--- config.mk ---
export PLATFORM = sky130hd
export DESIGN_NAME = boot_ctrl_regs
export DESIGN_NICKNAME = d
export VERILOG_FILES = /design/src/rtl/boot_ctrl_regs.sv
export SDC_FILE = /design/constraint.sdc
export NUM_CORES = 1
export LEC_CHECK = 0
export CAP_MARGIN = 20
export CORE_UTILIZATION = 35
export CTS_CLUSTER_SIZE = 25
export DETAILED_ROUTE_END_ITERATION = 10
export PLACE_DENSITY_LB_ADDON = 0.2
export SLEW_MARGIN = 0
export SYNTH_ARGS = -nofsm -noshare
export SYNTH_HDL_FRONTEND = slang
export SYNTH_SLANG_ARGS = --single-unit
--- constraint.sdc ---
create_clock -name ACLK -period 4.1 [get_ports ACLK]
set_clock_uncertainty 0.15 [all_clocks]
set_input_delay 0.82 -clock ACLK [delete_from_list [all_inputs] [get_ports ACLK]]
set_output_delay 0.82 -clock ACLK [all_outputs]
set_load 0.01 [all_outputs]
--- src/rtl/boot_ctrl_regs.sv ---
// Register-bus boot controller: holds the CPU core in reset, latches its boot
// configuration, runs it on START and snoops tohost stores for pass/fail.
module boot_ctrl_regs #(
  parameter logic [15:0] BASE           = 16'h1000,
  parameter int unsigned RST_CYCLES     = 16,
  parameter logic [31:0] TOHOST_DEFAULT = 32'h0000_1000
) (
  input  logic        ACLK,
  input  logic        ARESETN,
  input  logic [15:0] WRADDR,
  input  logic [3:0]  BYTEEN,
  input  logic        WREN,
  input  logic [31:0] WDATA,
  input  logic [15:0] RDADDR,
  input  logic        RDEN,
  output logic [31:0] RDATA,
  input  logic        mon_wvalid,
  input  logic [31:0] mon_waddr,
  input  logic [31:0] mon_wdata,
  output logic        core_rst_n,
  output logic [31:0] dram_base,
  output logic [31:0] entry_pc
);

  typedef enum logic [1:0] {
    ST_HOLD   = 2'd0,
    ST_RSTSTR = 2'd1,
    ST_RUN    = 2'd2,
    ST_FIN    = 2'd3
  } state_e;

  localparam logic [2:0]  REG_STATUS     = 3'd0;
  localparam logic [2:0]  REG_CTRL       = 3'd1;
  localparam logic [2:0]  REG_DRAMBASE   = 3'd2;
  localparam logic [2:0]  REG_ENTRYPC    = 3'd3;
  localparam logic [2:0]  REG_CYCLES     = 3'd4;
  localparam logic [2:0]  REG_TOHOST     = 3'd5;
  localparam logic [2:0]  REG_TOHOST_VAL = 3'd6;
  localparam logic [15:0] RST_LAST       = 16'(RST_CYCLES - 1);

  state_e      state, state_nxt;
  logic        hold_reset, hold_nxt, done, pass;
  logic [31:0] cycles, tohost, tohost_val;
  logic [15:0] rst_cnt;

  logic [15:0] wr_off, rd_off;
  logic        wr_hit, rd_hit;
  logic [2:0]  wr_sel, rd_sel;
  logic        ctrl_b0_wr, hold_set, start_req, cfg_locked, tohost_hit, enter_rststr;
  logic [31:0] rd_data;

  function automatic logic [31:0] byte_merge(input logic [31:0] cur,
                                             input logic [31:0] wd,
                                             input logic [3:0]  be);
    logic [31:0] res;
    res = cur;
    for (int i = 0; i < 4; i++)
      if (be[i]) res[8*i +: 8] = wd[8*i +: 8];
    return res;
  endfunction

  // Window is 32 bytes; unaligned offsets decode as unmapped.
  assign wr_off = WRADDR - BASE;
  assign rd_off = RDADDR - BASE;
  assign wr_hit = WREN && (wr_off[15:5] == '0) && (wr_off[1:0] == 2'b00);
  assign rd_hit = (rd_off[15:5] == '0) && (rd_off[1:0] == 2'b00);
  assign wr_sel = wr_off[4:2];
  assign rd_sel = rd_off[4:2];

  assign ctrl_b0_wr = wr_hit && (wr_sel == REG_CTRL) && BYTEEN[0];
  assign hold_set   = ctrl_b0_wr && WDATA[0];
  assign start_req  = ctrl_b0_wr && WDATA[1];
  assign hold_nxt   = ctrl_b0_wr ? WDATA[0] : hold_reset;
  assign cfg_locked = (state == ST_RSTSTR) || (state == ST_RUN);
  assign tohost_hit = mon_wvalid && (mon_waddr == tohost) && mon_wdata[0];

  always_comb begin
    // NOTE: every always_comb output gets a default first so no path can infer a latch.
    state_nxt = state;
    unique case (state)
      ST_HOLD, ST_FIN: if (start_req && !hold_nxt) state_nxt = ST_RSTSTR;
      ST_RSTSTR:       if (rst_cnt == RST_LAST)    state_nxt = ST_RUN;
      ST_RUN:          if (tohost_hit)             state_nxt = ST_FIN;
      default:         state_nxt = ST_HOLD;
    endcase
    // Asserting HOLD_RESET overrides START and a coincident tohost hit.
    if (hold_set) state_nxt = ST_HOLD;
  end

  assign enter_rststr = (state_nxt == ST_RSTSTR) && (state != ST_RSTSTR);

  always_ff @(posedge ACLK) begin
    // NOTE: sequential state uses non-blocking assignments so every register samples pre-edge values.
    if (!ARESETN) begin
      state      <= ST_HOLD;
      core_rst_n <= 1'b0;
      hold_reset <= 1'b1;
      done       <= 1'b0;
      pass       <= 1'b0;
      cycles     <= '0;
      tohost     <= TOHOST_DEFAULT;
      tohost_val <= '0;
      rst_cnt    <= '0;
      dram_base  <= '0;
      entry_pc   <= '0;
      RDATA      <= '0;
    end else begin
      state      <= state_nxt;
      core_rst_n <= (state_nxt == ST_RUN);
      hold_reset <= hold_nxt;
      rst_cnt    <= (state == ST_RSTSTR) ? rst_cnt + 16'd1 : '0;

      if (enter_rststr) begin
        cycles     <= '0;
        done       <= 1'b0;
        pass       <= 1'b0;
        tohost_val <= '0;
      end else if (state == ST_RUN) begin
        if (cycles != '1) cycles <= cycles + 32'd1;
        if (tohost_hit && !hold_set) begin
          tohost_val <= mon_wdata;
          done       <= 1'b1;
          pass       <= (mon_wdata == 32'd1);
        end
      end

      // Boot configuration is frozen while the core is coming up or running.
      if (wr_hit && !cfg_locked) begin
        unique case (wr_sel)
          REG_DRAMBASE: dram_base <= byte_merge(dram_base, WDATA, BYTEEN);
          REG_ENTRYPC:  entry_pc  <= byte_merge(entry_pc,  WDATA, BYTEEN);
          REG_TOHOST:   tohost    <= byte_merge(tohost,    WDATA, BYTEEN);
          default: ;
        endcase
      end

      if (RDEN) RDATA <= rd_data;
    end
  end

  always_comb begin
    rd_data = '0;
    if (rd_hit) begin
      unique case (rd_sel)
        REG_STATUS:     rd_data = {24'd0, 2'b00, state, pass, done,
                                   (state == ST_HOLD), (state == ST_RUN)};
        REG_CTRL:       rd_data = {31'd0, hold_reset};
        REG_DRAMBASE:   rd_data = dram_base;
        REG_ENTRYPC:    rd_data = entry_pc;
        REG_CYCLES:     rd_data = cycles;
        REG_TOHOST:     rd_data = tohost;
        REG_TOHOST_VAL: rd_data = tohost_val;
        default:        rd_data = '0;
      endcase
    end
  end

endmodule

==> results_tabular.tex, run 1 <==
\begin{tabular}{lr}
\hline
Metric & Value \\
\hline
\multicolumn{2}{l}{\textbf{Placement}} \\
Number of port buffers & 233 \\
Detailed placer's ending HPWL & 26000 µm \\
Pre-CTS setup slack & 0.314 ns \\
Weighted congestion reported at the end of routability-driven placement & 0.869 \\
\multicolumn{2}{l}{\textbf{Drt}} \\
Routed wire per std cell & 19.4 µm \\
Final routed wirelength across all metal layers & 34400 µm \\
Iteration count of the initial detailed-routing pass & 7 \\
Final antenna-violating net count & 0 \\
Vias after detailed routing & 9282 \\
Iter 0 DRT Violations & 624 \\
Via-to-Cell Ratio & 5.22 \\
DRC Markers & 0 \\
\multicolumn{2}{l}{\textbf{STA}} \\
Hold Violations, Final & 0 \\
Max Freq & 306 MHz \\
RSZ-0062 raised after global routing & no \\
Post-route worst hold slack & 0.319 ns \\
Period minus WS final & 3.27 ns \\
Total negative setup slack & 0 ns \\
Final worst slack & 0.833 ns \\
Number of max-slew violations in the final report & 0 \\
Tightest Pin Transition & 0.886 ns \\
Worst-case headroom to the max-slew limit & 0.408 \\
Final setup viols & 0 \\
Fin crit share & 0.797 \\
\multicolumn{2}{l}{\textbf{Clocking}} \\
Total CTS buffers & 25 \\
H-tree levels & 1 \\
Post-CTS setup repair buffer count & 0 \\
Maximum clock insertion buffer count & 3 \\
Register clock-pin slew on the reported worst setup and hold paths & 0.06 ns \\
PostCTS Resize Cnt & 0 \\
Clock tree from TritonCTS & built \\
Clk sinks & 214 \\
Worst-Skew Late Latency & 0.52 ns \\
Root Driver & clkbuf\_16 \\
Cts hold-fix bufs & 0 \\
\multicolumn{2}{l}{\textbf{Logic synthesis}} \\
Most instantiated flip-flop cell in the synthesis netlist & dfxtp\_1 \\
Multiplexer area fraction after synthesis & 0.0878 \\
Post-synthesis compound-gate area fraction & 0.148 \\
Async set or reset register ratio after synthesis & 0 \\
Cell area after synthesis & 0.0102 mm² \\
Flop and latch count out of synthesis & 214 \\
Combinational family with the most area after synthesis & simple AND/OR/NAND/NOR gates \\
Syn Nets & 1316 \\
Xor and xnor fraction of the mapped netlist area & 0.0677 \\
Mean post-synth cell area & 8.73 µm² \\
Number of distinct standard cells referenced by the synthesized netlist & 53 \\
Sequential element share of the synthesized area & 0.419 \\
Cell count after synthesis & 1171 \\
Area share of fa/ha/maj cells after synthesis & 0.00979 \\
Warning count from the yosys run & 0 \\
EDFF count, synth & 0 \\
Simple-gate area share of the yosys netlist & 0.220 \\
\multicolumn{2}{l}{\textbf{Worst setup path}} \\
Data arrival time of the worst path & 3.51 ns \\
Maximum fanout encountered on the critical timing path & 66 \\
Endpoint required time on the critical path & 4.34 ns \\
Startpoint class of the critical path & primary input \\
Critical path capture point type & flop \\
Critical path type & in2reg \\
\multicolumn{2}{l}{\textbf{Die}} \\
Number of rows created at floorplan & 62 \\
DIE AREA & 0.0299 mm² \\
Die height & 173 µm \\
Ports placed on the boundary & 234 \\
Std-Cell Core Area & 0.0287 mm² \\
Die X-Extent & 173 µm \\
Initial Utilization & 0.356 \\
\multicolumn{2}{l}{\textbf{Global route}} \\
Total routing resource utilization after global routing & 0.225 \\
Antenna violations before repair & 1 \\
Number of global-route vias before repair & 8867 \\
First-pass GRT wire length & 52100 µm \\
Overflow left after global routing & 0 \\
Pin count of the biggest net entering global routing & 87 \\
\multicolumn{2}{l}{\textbf{Cells and area}} \\
Final net count & 1523 \\
Post-layout utilization of the core & 0.479 \\
Filler Cell Count & 2762 \\
Area of the multi-input gates & 0.00547 mm² \\
Proportion of layout cells with a drive suffix above 1 & 0.113 \\
Most used cells in the layout excluding fill and tap cells & clkdlybuf4s50\_1 (230), dfxtp\_1 (214), nor2\_1 (145) \\
Signed area change from the synthesized netlist to the final layout & 34.5\% \\
Area taken by flip-flops and latches & 0.00428 mm² \\
Diode insertion count for antenna repair & 0 \\
Leading cell type in the layout, fill and taps excluded & clkdlybuf4s50\_1 \\
\multicolumn{2}{l}{\textbf{Pwr}} \\
Static Leakage & 4.74 nW \\
Power per Cell Area & 340 mW/mm² \\
Peak supply drop & 232 µV \\
\multicolumn{2}{l}{\textbf{Outcome}} \\
Status & finished, final reports clean \\
\multicolumn{2}{l}{\textbf{Run}} \\
Max capacitance violation total & 0 \\
\multicolumn{2}{l}{\textbf{Worst hold path}} \\
Hold WC Path Type & reg2reg \\
\hline
\end{tabular}
-- cells in the mapped netlist, types with 4 or more instances --
cell type	instances	area share
nor2b_1	11	0.0067
xor2_1	31	0.027
and2_1	40	0.024
buf_1	6	0.0022
nor4_1	16	0.0098
a21boi_0	31	0.023
a22oi_1	21	0.015
clkbuf_1	53	0.019
buf_2	15	0.0073
o21ai_0	30	0.015
dfxtp_1	214	0.42
nor2_1	145	0.053
a221oi_1	9	0.0077
mux4_2	6	0.013
nand4_1	34	0.021
a31o_2	55	0.047
nor3_1	11	0.0054
o22ai_1	32	0.020
a21oi_1	4	0.0020
mux2i_1	56	0.055
xnor2_1	48	0.041
nand3_1	27	0.013
mux2_2	18	0.020
o2bb2ai_1	8	0.0069
ha_1	8	0.0098
inv_1	42	0.015
and4_1	7	0.0060
nand2_1	141	0.052
nand3b_2	4	0.0044
buf_4	4	0.0029
and3_1	10	0.0061
-- cells by family after synthesis --
group                      count (synthesis)
DFF                                      214
muxes                                     80
AOI/OAI and AO/OA                        204
buffers and inverters                    120
and+or+nand+nor                          466
adders and majority gates                  8
xor gates and xnor gates                  79
-- final timing paths --
kind	end	startpoint	depth (start not counted)	slack (ns)
hold reg to reg	rst_cnt[0]$_SDFF_PN0_	rst_cnt[0]$_SDFF_PN0_	1	0.32
setup reg to reg	tohost_val[21]$_SDFFE_PP0P_	state[0]$_SDFF_PN0_	8	1.37
hold / removal	rst_cnt[0]$_SDFF_PN0_	rst_cnt[0]$_SDFF_PN0_	1	0.32
setup / recovery	cycles[17]$_SDFFE_PP0P_	WRADDR[12]	10	0.83
-- layer usage --
metal  vias up  global-route usage  wire length (µm)
met3        59              0.0413              2170
met5         -                   0                15
li1       4523                   -                 -
met1      4370               0.304             15600
met4         2              0.0590               903
met2       328               0.367             15700
-- area by class of cell --
class,count,area share
Sequential cell,214,0.311
Multi-Input combinational cell,837,0.397
Tap cell,384,0.0349
Timing Repair Buffer,258,0.185
Clock buffer,34,0.0508
Inverter,42,0.0115
Clock inverter,10,0.00937
-- state kept, by name, indices dropped and copies added (netlist names) --
signal / flops
rst_cnt: 16
pass: 1
entry_pc: 32
dram_base: 32
core_rst_n: 1
done: 1
hold_reset: 1
tohost: 32
RDATA: 32
cycles: 32
tohost_val: 32
state: 2
-- critical path: stages --
cell             delay, ns
clkdlybuf4s50_1       0.50
inv_1                 0.05
ha_1                  0.26
and4bb_2              0.22
nand4_1               0.33
and4bb_2              0.46
o311ai_0              0.15
a22oi_2               0.28
buf_12                0.31
nor2_1                0.09
-- power breakdown --
group	leakage, nW	internal [mW]	total [mW]	switching (mW)
clock	0.413	1.38	2.27	0.888
sequential	1.72	2.08	2.08	0.00000564
combinational	2.60	0.168	0.330	0.162
total	4.74	3.63	4.68	1.05
-- stage by stage --
stage / std cells / instance area (µm²) / total power [mW]
2_1_floorplan: 1171 / 10200 / 2.25
3_3_place_gp: 1734 / 12900 / 2.45
3_5_place_dp: 1735 / 12900 / 2.45
4_1_cts: 1779 / 13800 / 4.71
5_1_grt: 1779 / 13800 / 4.82
6_report: 1779 / 13800 / 4.68
(Power assumes the default switching activity.)
==> run 2: changes to the inputs <==
clock period = 2.74 ns   (was 4.1 ns; I/O delays follow)
==> results_tabular.tex, run 2 (synthesized netlist as in run 1, its figures left out) <==
\begin{tabular}{lr}
\hline
Metric & Value \\
\hline
\multicolumn{2}{l}{\textbf{Cells and area}} \\
Final net count & 1576 (+3.5\%) \\
Signed area change from the synthesized netlist to the final layout & 40.2\% \\
Leading cell type in the layout, fill and taps excluded & clkdlybuf4s50\_1 \\
Most used cells in the layout excluding fill and tap cells & clkdlybuf4s50\_1 (228), dfxtp\_1 (214), nor2\_1 (145) \\
Post-layout utilization of the core & 0.500 (+0.0203) \\
Diode insertion count for antenna repair & 0 (unchanged) \\
Proportion of layout cells with a drive suffix above 1 & 0.146 (+0.0338) \\
\multicolumn{2}{l}{\textbf{STA}} \\
Tightest Pin Transition & 0.899 ns (+0.0123 ns) \\
Max Freq & 395 MHz \\
Final worst slack & 0.210 ns (-0.623 ns) \\
Final setup viols & 0 (unchanged) \\
Fin crit share & 0.923 \\
Number of max-slew violations in the final report & 0 (unchanged) \\
Total negative setup slack & 0 ns (unchanged) \\
Worst-case headroom to the max-slew limit & 0.400 (-0.00820) \\
Hold Violations, Final & 0 (unchanged) \\
Period minus WS final & 2.53 ns \\
RSZ-0062 raised after global routing & no \\
\multicolumn{2}{l}{\textbf{Drt}} \\
Final routed wirelength across all metal layers & 35900 µm (+4.2\%) \\
Routed wire per std cell & 19.6 µm (+1.2\%) \\
DRC Markers & 0 (unchanged) \\
Vias after detailed routing & 9481 (+2.1\%) \\
Final antenna-violating net count & 0 (unchanged) \\
Iteration count of the initial detailed-routing pass & 5 (-2) \\
Iter 0 DRT Violations & 653 (+4.6\%) \\
Via-to-Cell Ratio & 5.17 (-0.87\%) \\
\multicolumn{2}{l}{\textbf{Global route}} \\
First-pass GRT wire length & 54300 µm (+4.2\%) \\
Pin count of the biggest net entering global routing & 114 (+31\%) \\
Total routing resource utilization after global routing & 0.234 (+0.00925) \\
Number of global-route vias before repair & 9266 (+4.5\%) \\
Overflow left after global routing & 0 (unchanged) \\
Antenna violations before repair & 2 (+1) \\
\multicolumn{2}{l}{\textbf{Die}} \\
Die X-Extent & 173 µm (unchanged) \\
Ports placed on the boundary & 234 (unchanged) \\
DIE AREA & 0.0299 mm² (unchanged) \\
Number of rows created at floorplan & 62 (unchanged) \\
Die height & 173 µm (unchanged) \\
Initial Utilization & 0.356 (unchanged) \\
Std-Cell Core Area & 0.0287 mm² (unchanged) \\
\multicolumn{2}{l}{\textbf{Pwr}} \\
Clock power frac & 0.471 (-0.014) \\
Combinational share of power & 0.080 (+0.009) \\
Portion of total power attributed to sequential cells & 0.450 (+0.005) \\
Static Leakage & 5.08 nW (+7.2\%) \\
Power per Cell Area & 483 mW/mm² (+42\%) \\
Peak supply drop & 388 µV (+67\%) \\
Switching share of power & 0.229 (+0.00437) \\
Net Sw Power & 1.59 mW (+51\%) \\
Cell internal pwr & 5.34 mW (+47\%) \\
\multicolumn{2}{l}{\textbf{Placement}} \\
Number of port buffers & 233 (unchanged) \\
Pre-CTS setup slack & -0.566 ns (-0.880 ns) \\
Detailed placer's ending HPWL & 26400 µm (+1.5\%) \\
Weighted congestion reported at the end of routability-driven placement & 0.826 (-4.9\%) \\
\multicolumn{2}{l}{\textbf{Run}} \\
Max capacitance violation total & 0 (unchanged) \\
\multicolumn{2}{l}{\textbf{Worst setup path}} \\
Maximum fanout encountered on the critical timing path & 8 (-88\%) \\
Critical path type & in2reg \\
Critical path capture point type & flop \\
Setup slack of the worst register-to-register path & 0.23 ns (-1.14 ns) \\
Endpoint required time on the critical path & 3.00 ns (-1.34 ns) \\
Data arrival time of the worst path & 2.79 ns (-0.72 ns) \\
Startpoint class of the critical path & primary input \\
Depth of the worst register-to-register path & 8 (unchanged) \\
\multicolumn{2}{l}{\textbf{Clocking}} \\
H-tree levels & 1 (unchanged) \\
Clk sinks & 214 (unchanged) \\
Root Driver & clkbuf\_16 \\
Clock tree from TritonCTS & built \\
Worst-Skew Late Latency & 0.53 ns (about the same) \\
Total CTS buffers & 25 (unchanged) \\
Register clock-pin slew on the reported worst setup and hold paths & 0.06 ns (about the same) \\
Maximum clock insertion buffer count & 3 (unchanged) \\
\multicolumn{2}{l}{\textbf{Outcome}} \\
Status & finished, final reports clean \\
\multicolumn{2}{l}{\textbf{Worst hold path}} \\
Hold WC Path Type & in2reg \\
Cell depth of the worst hold path & 2 (+1) \\
\hline
\end{tabular}
==> run 2: final cells by class <==
cell class,instances,area (µm²)
Multi-Input combinational cell,837,5490
Inverter,42,158
Clock buffer,38,734
Tap cell,384,480
Clock inverter,7,63.8
Timing Repair Buffer,311,3130
Fill cell,2721,14400
Sequential cell,214,4280
==> run 2: metal layers <==
layer,up-vias,part of all wire,wire (µm),global-route usage
met3,51,0.061,2210,0.0424
met5,-,0.00036,13,0
met1,4499,0.45,16100,0.311
met2,302,0.47,16800,0.386
met4,2,0.024,875,0.0667
li1,4627,-,-,-
==> run 2: per-stage QoR <==
step | total power [mW] | instances | instance area (µm²) | hold WS [ns]
3_5_place_dp | 3.70 | 1781 | 13400 | 0.310
5_1_grt | 7.14 | 1833 | 14300 | 0.226
3_3_place_gp | 3.70 | 1781 | 13400 | 0.296
6_report | 6.92 | 1833 | 14300 | 0.211
4_1_cts | 6.96 | 1828 | 14200 | 0.193
2_1_floorplan | 3.36 | 1171 | 10200 | 0.276
==> run 2: power by group through the flow <==
stage / Sequential (mW) / Clock (mW) / Combinational, mW
global route: 3.11 / 3.44 / 0.583
floorplan: 3.18 / 0 / 0.180
detailed placement: 3.18 / 0 / 0.519
global placement: 3.18 / 0 / 0.519
finish: 3.11 / 3.26 / 0.551
CTS: 3.11 / 3.31 / 0.531
==> run 2: timing repair <==
item                       CTS  global route
hold buffers                 0             0
setup buffers                1             1
pin swaps                    1             3
cloned                       1             4
setup endpoints to repair   21            82
resized for setup            5             5
hold endpoints to repair     0             0
==> run 2: path summary, 6_finish.rpt <==
path / from / end
setup / recovery: mon_waddr[29] / tohost_val[3]$_SDFFE_PP0P_
hold / removal: ARESETN / hold_reset$_SDFF_PN1_
setup reg to reg: state[1]$_SDFF_PN0_ / tohost_val[5]$_SDFFE_PP0P_
hold reg to reg: rst_cnt[0]$_SDFF_PN0_ / rst_cnt[0]$_SDFF_PN0_
==> run 2: worst max-delay path, stage by stage <==
cell and delay [ns]:
clkdlybuf4s50_1 0.51, xnor2_1 0.15, buf_4 0.15, nand4_1 0.19
nor3_1 0.31, and4b_2 0.42, buf_4 0.23, mux2i_1 0.20
nor2_1 0.06
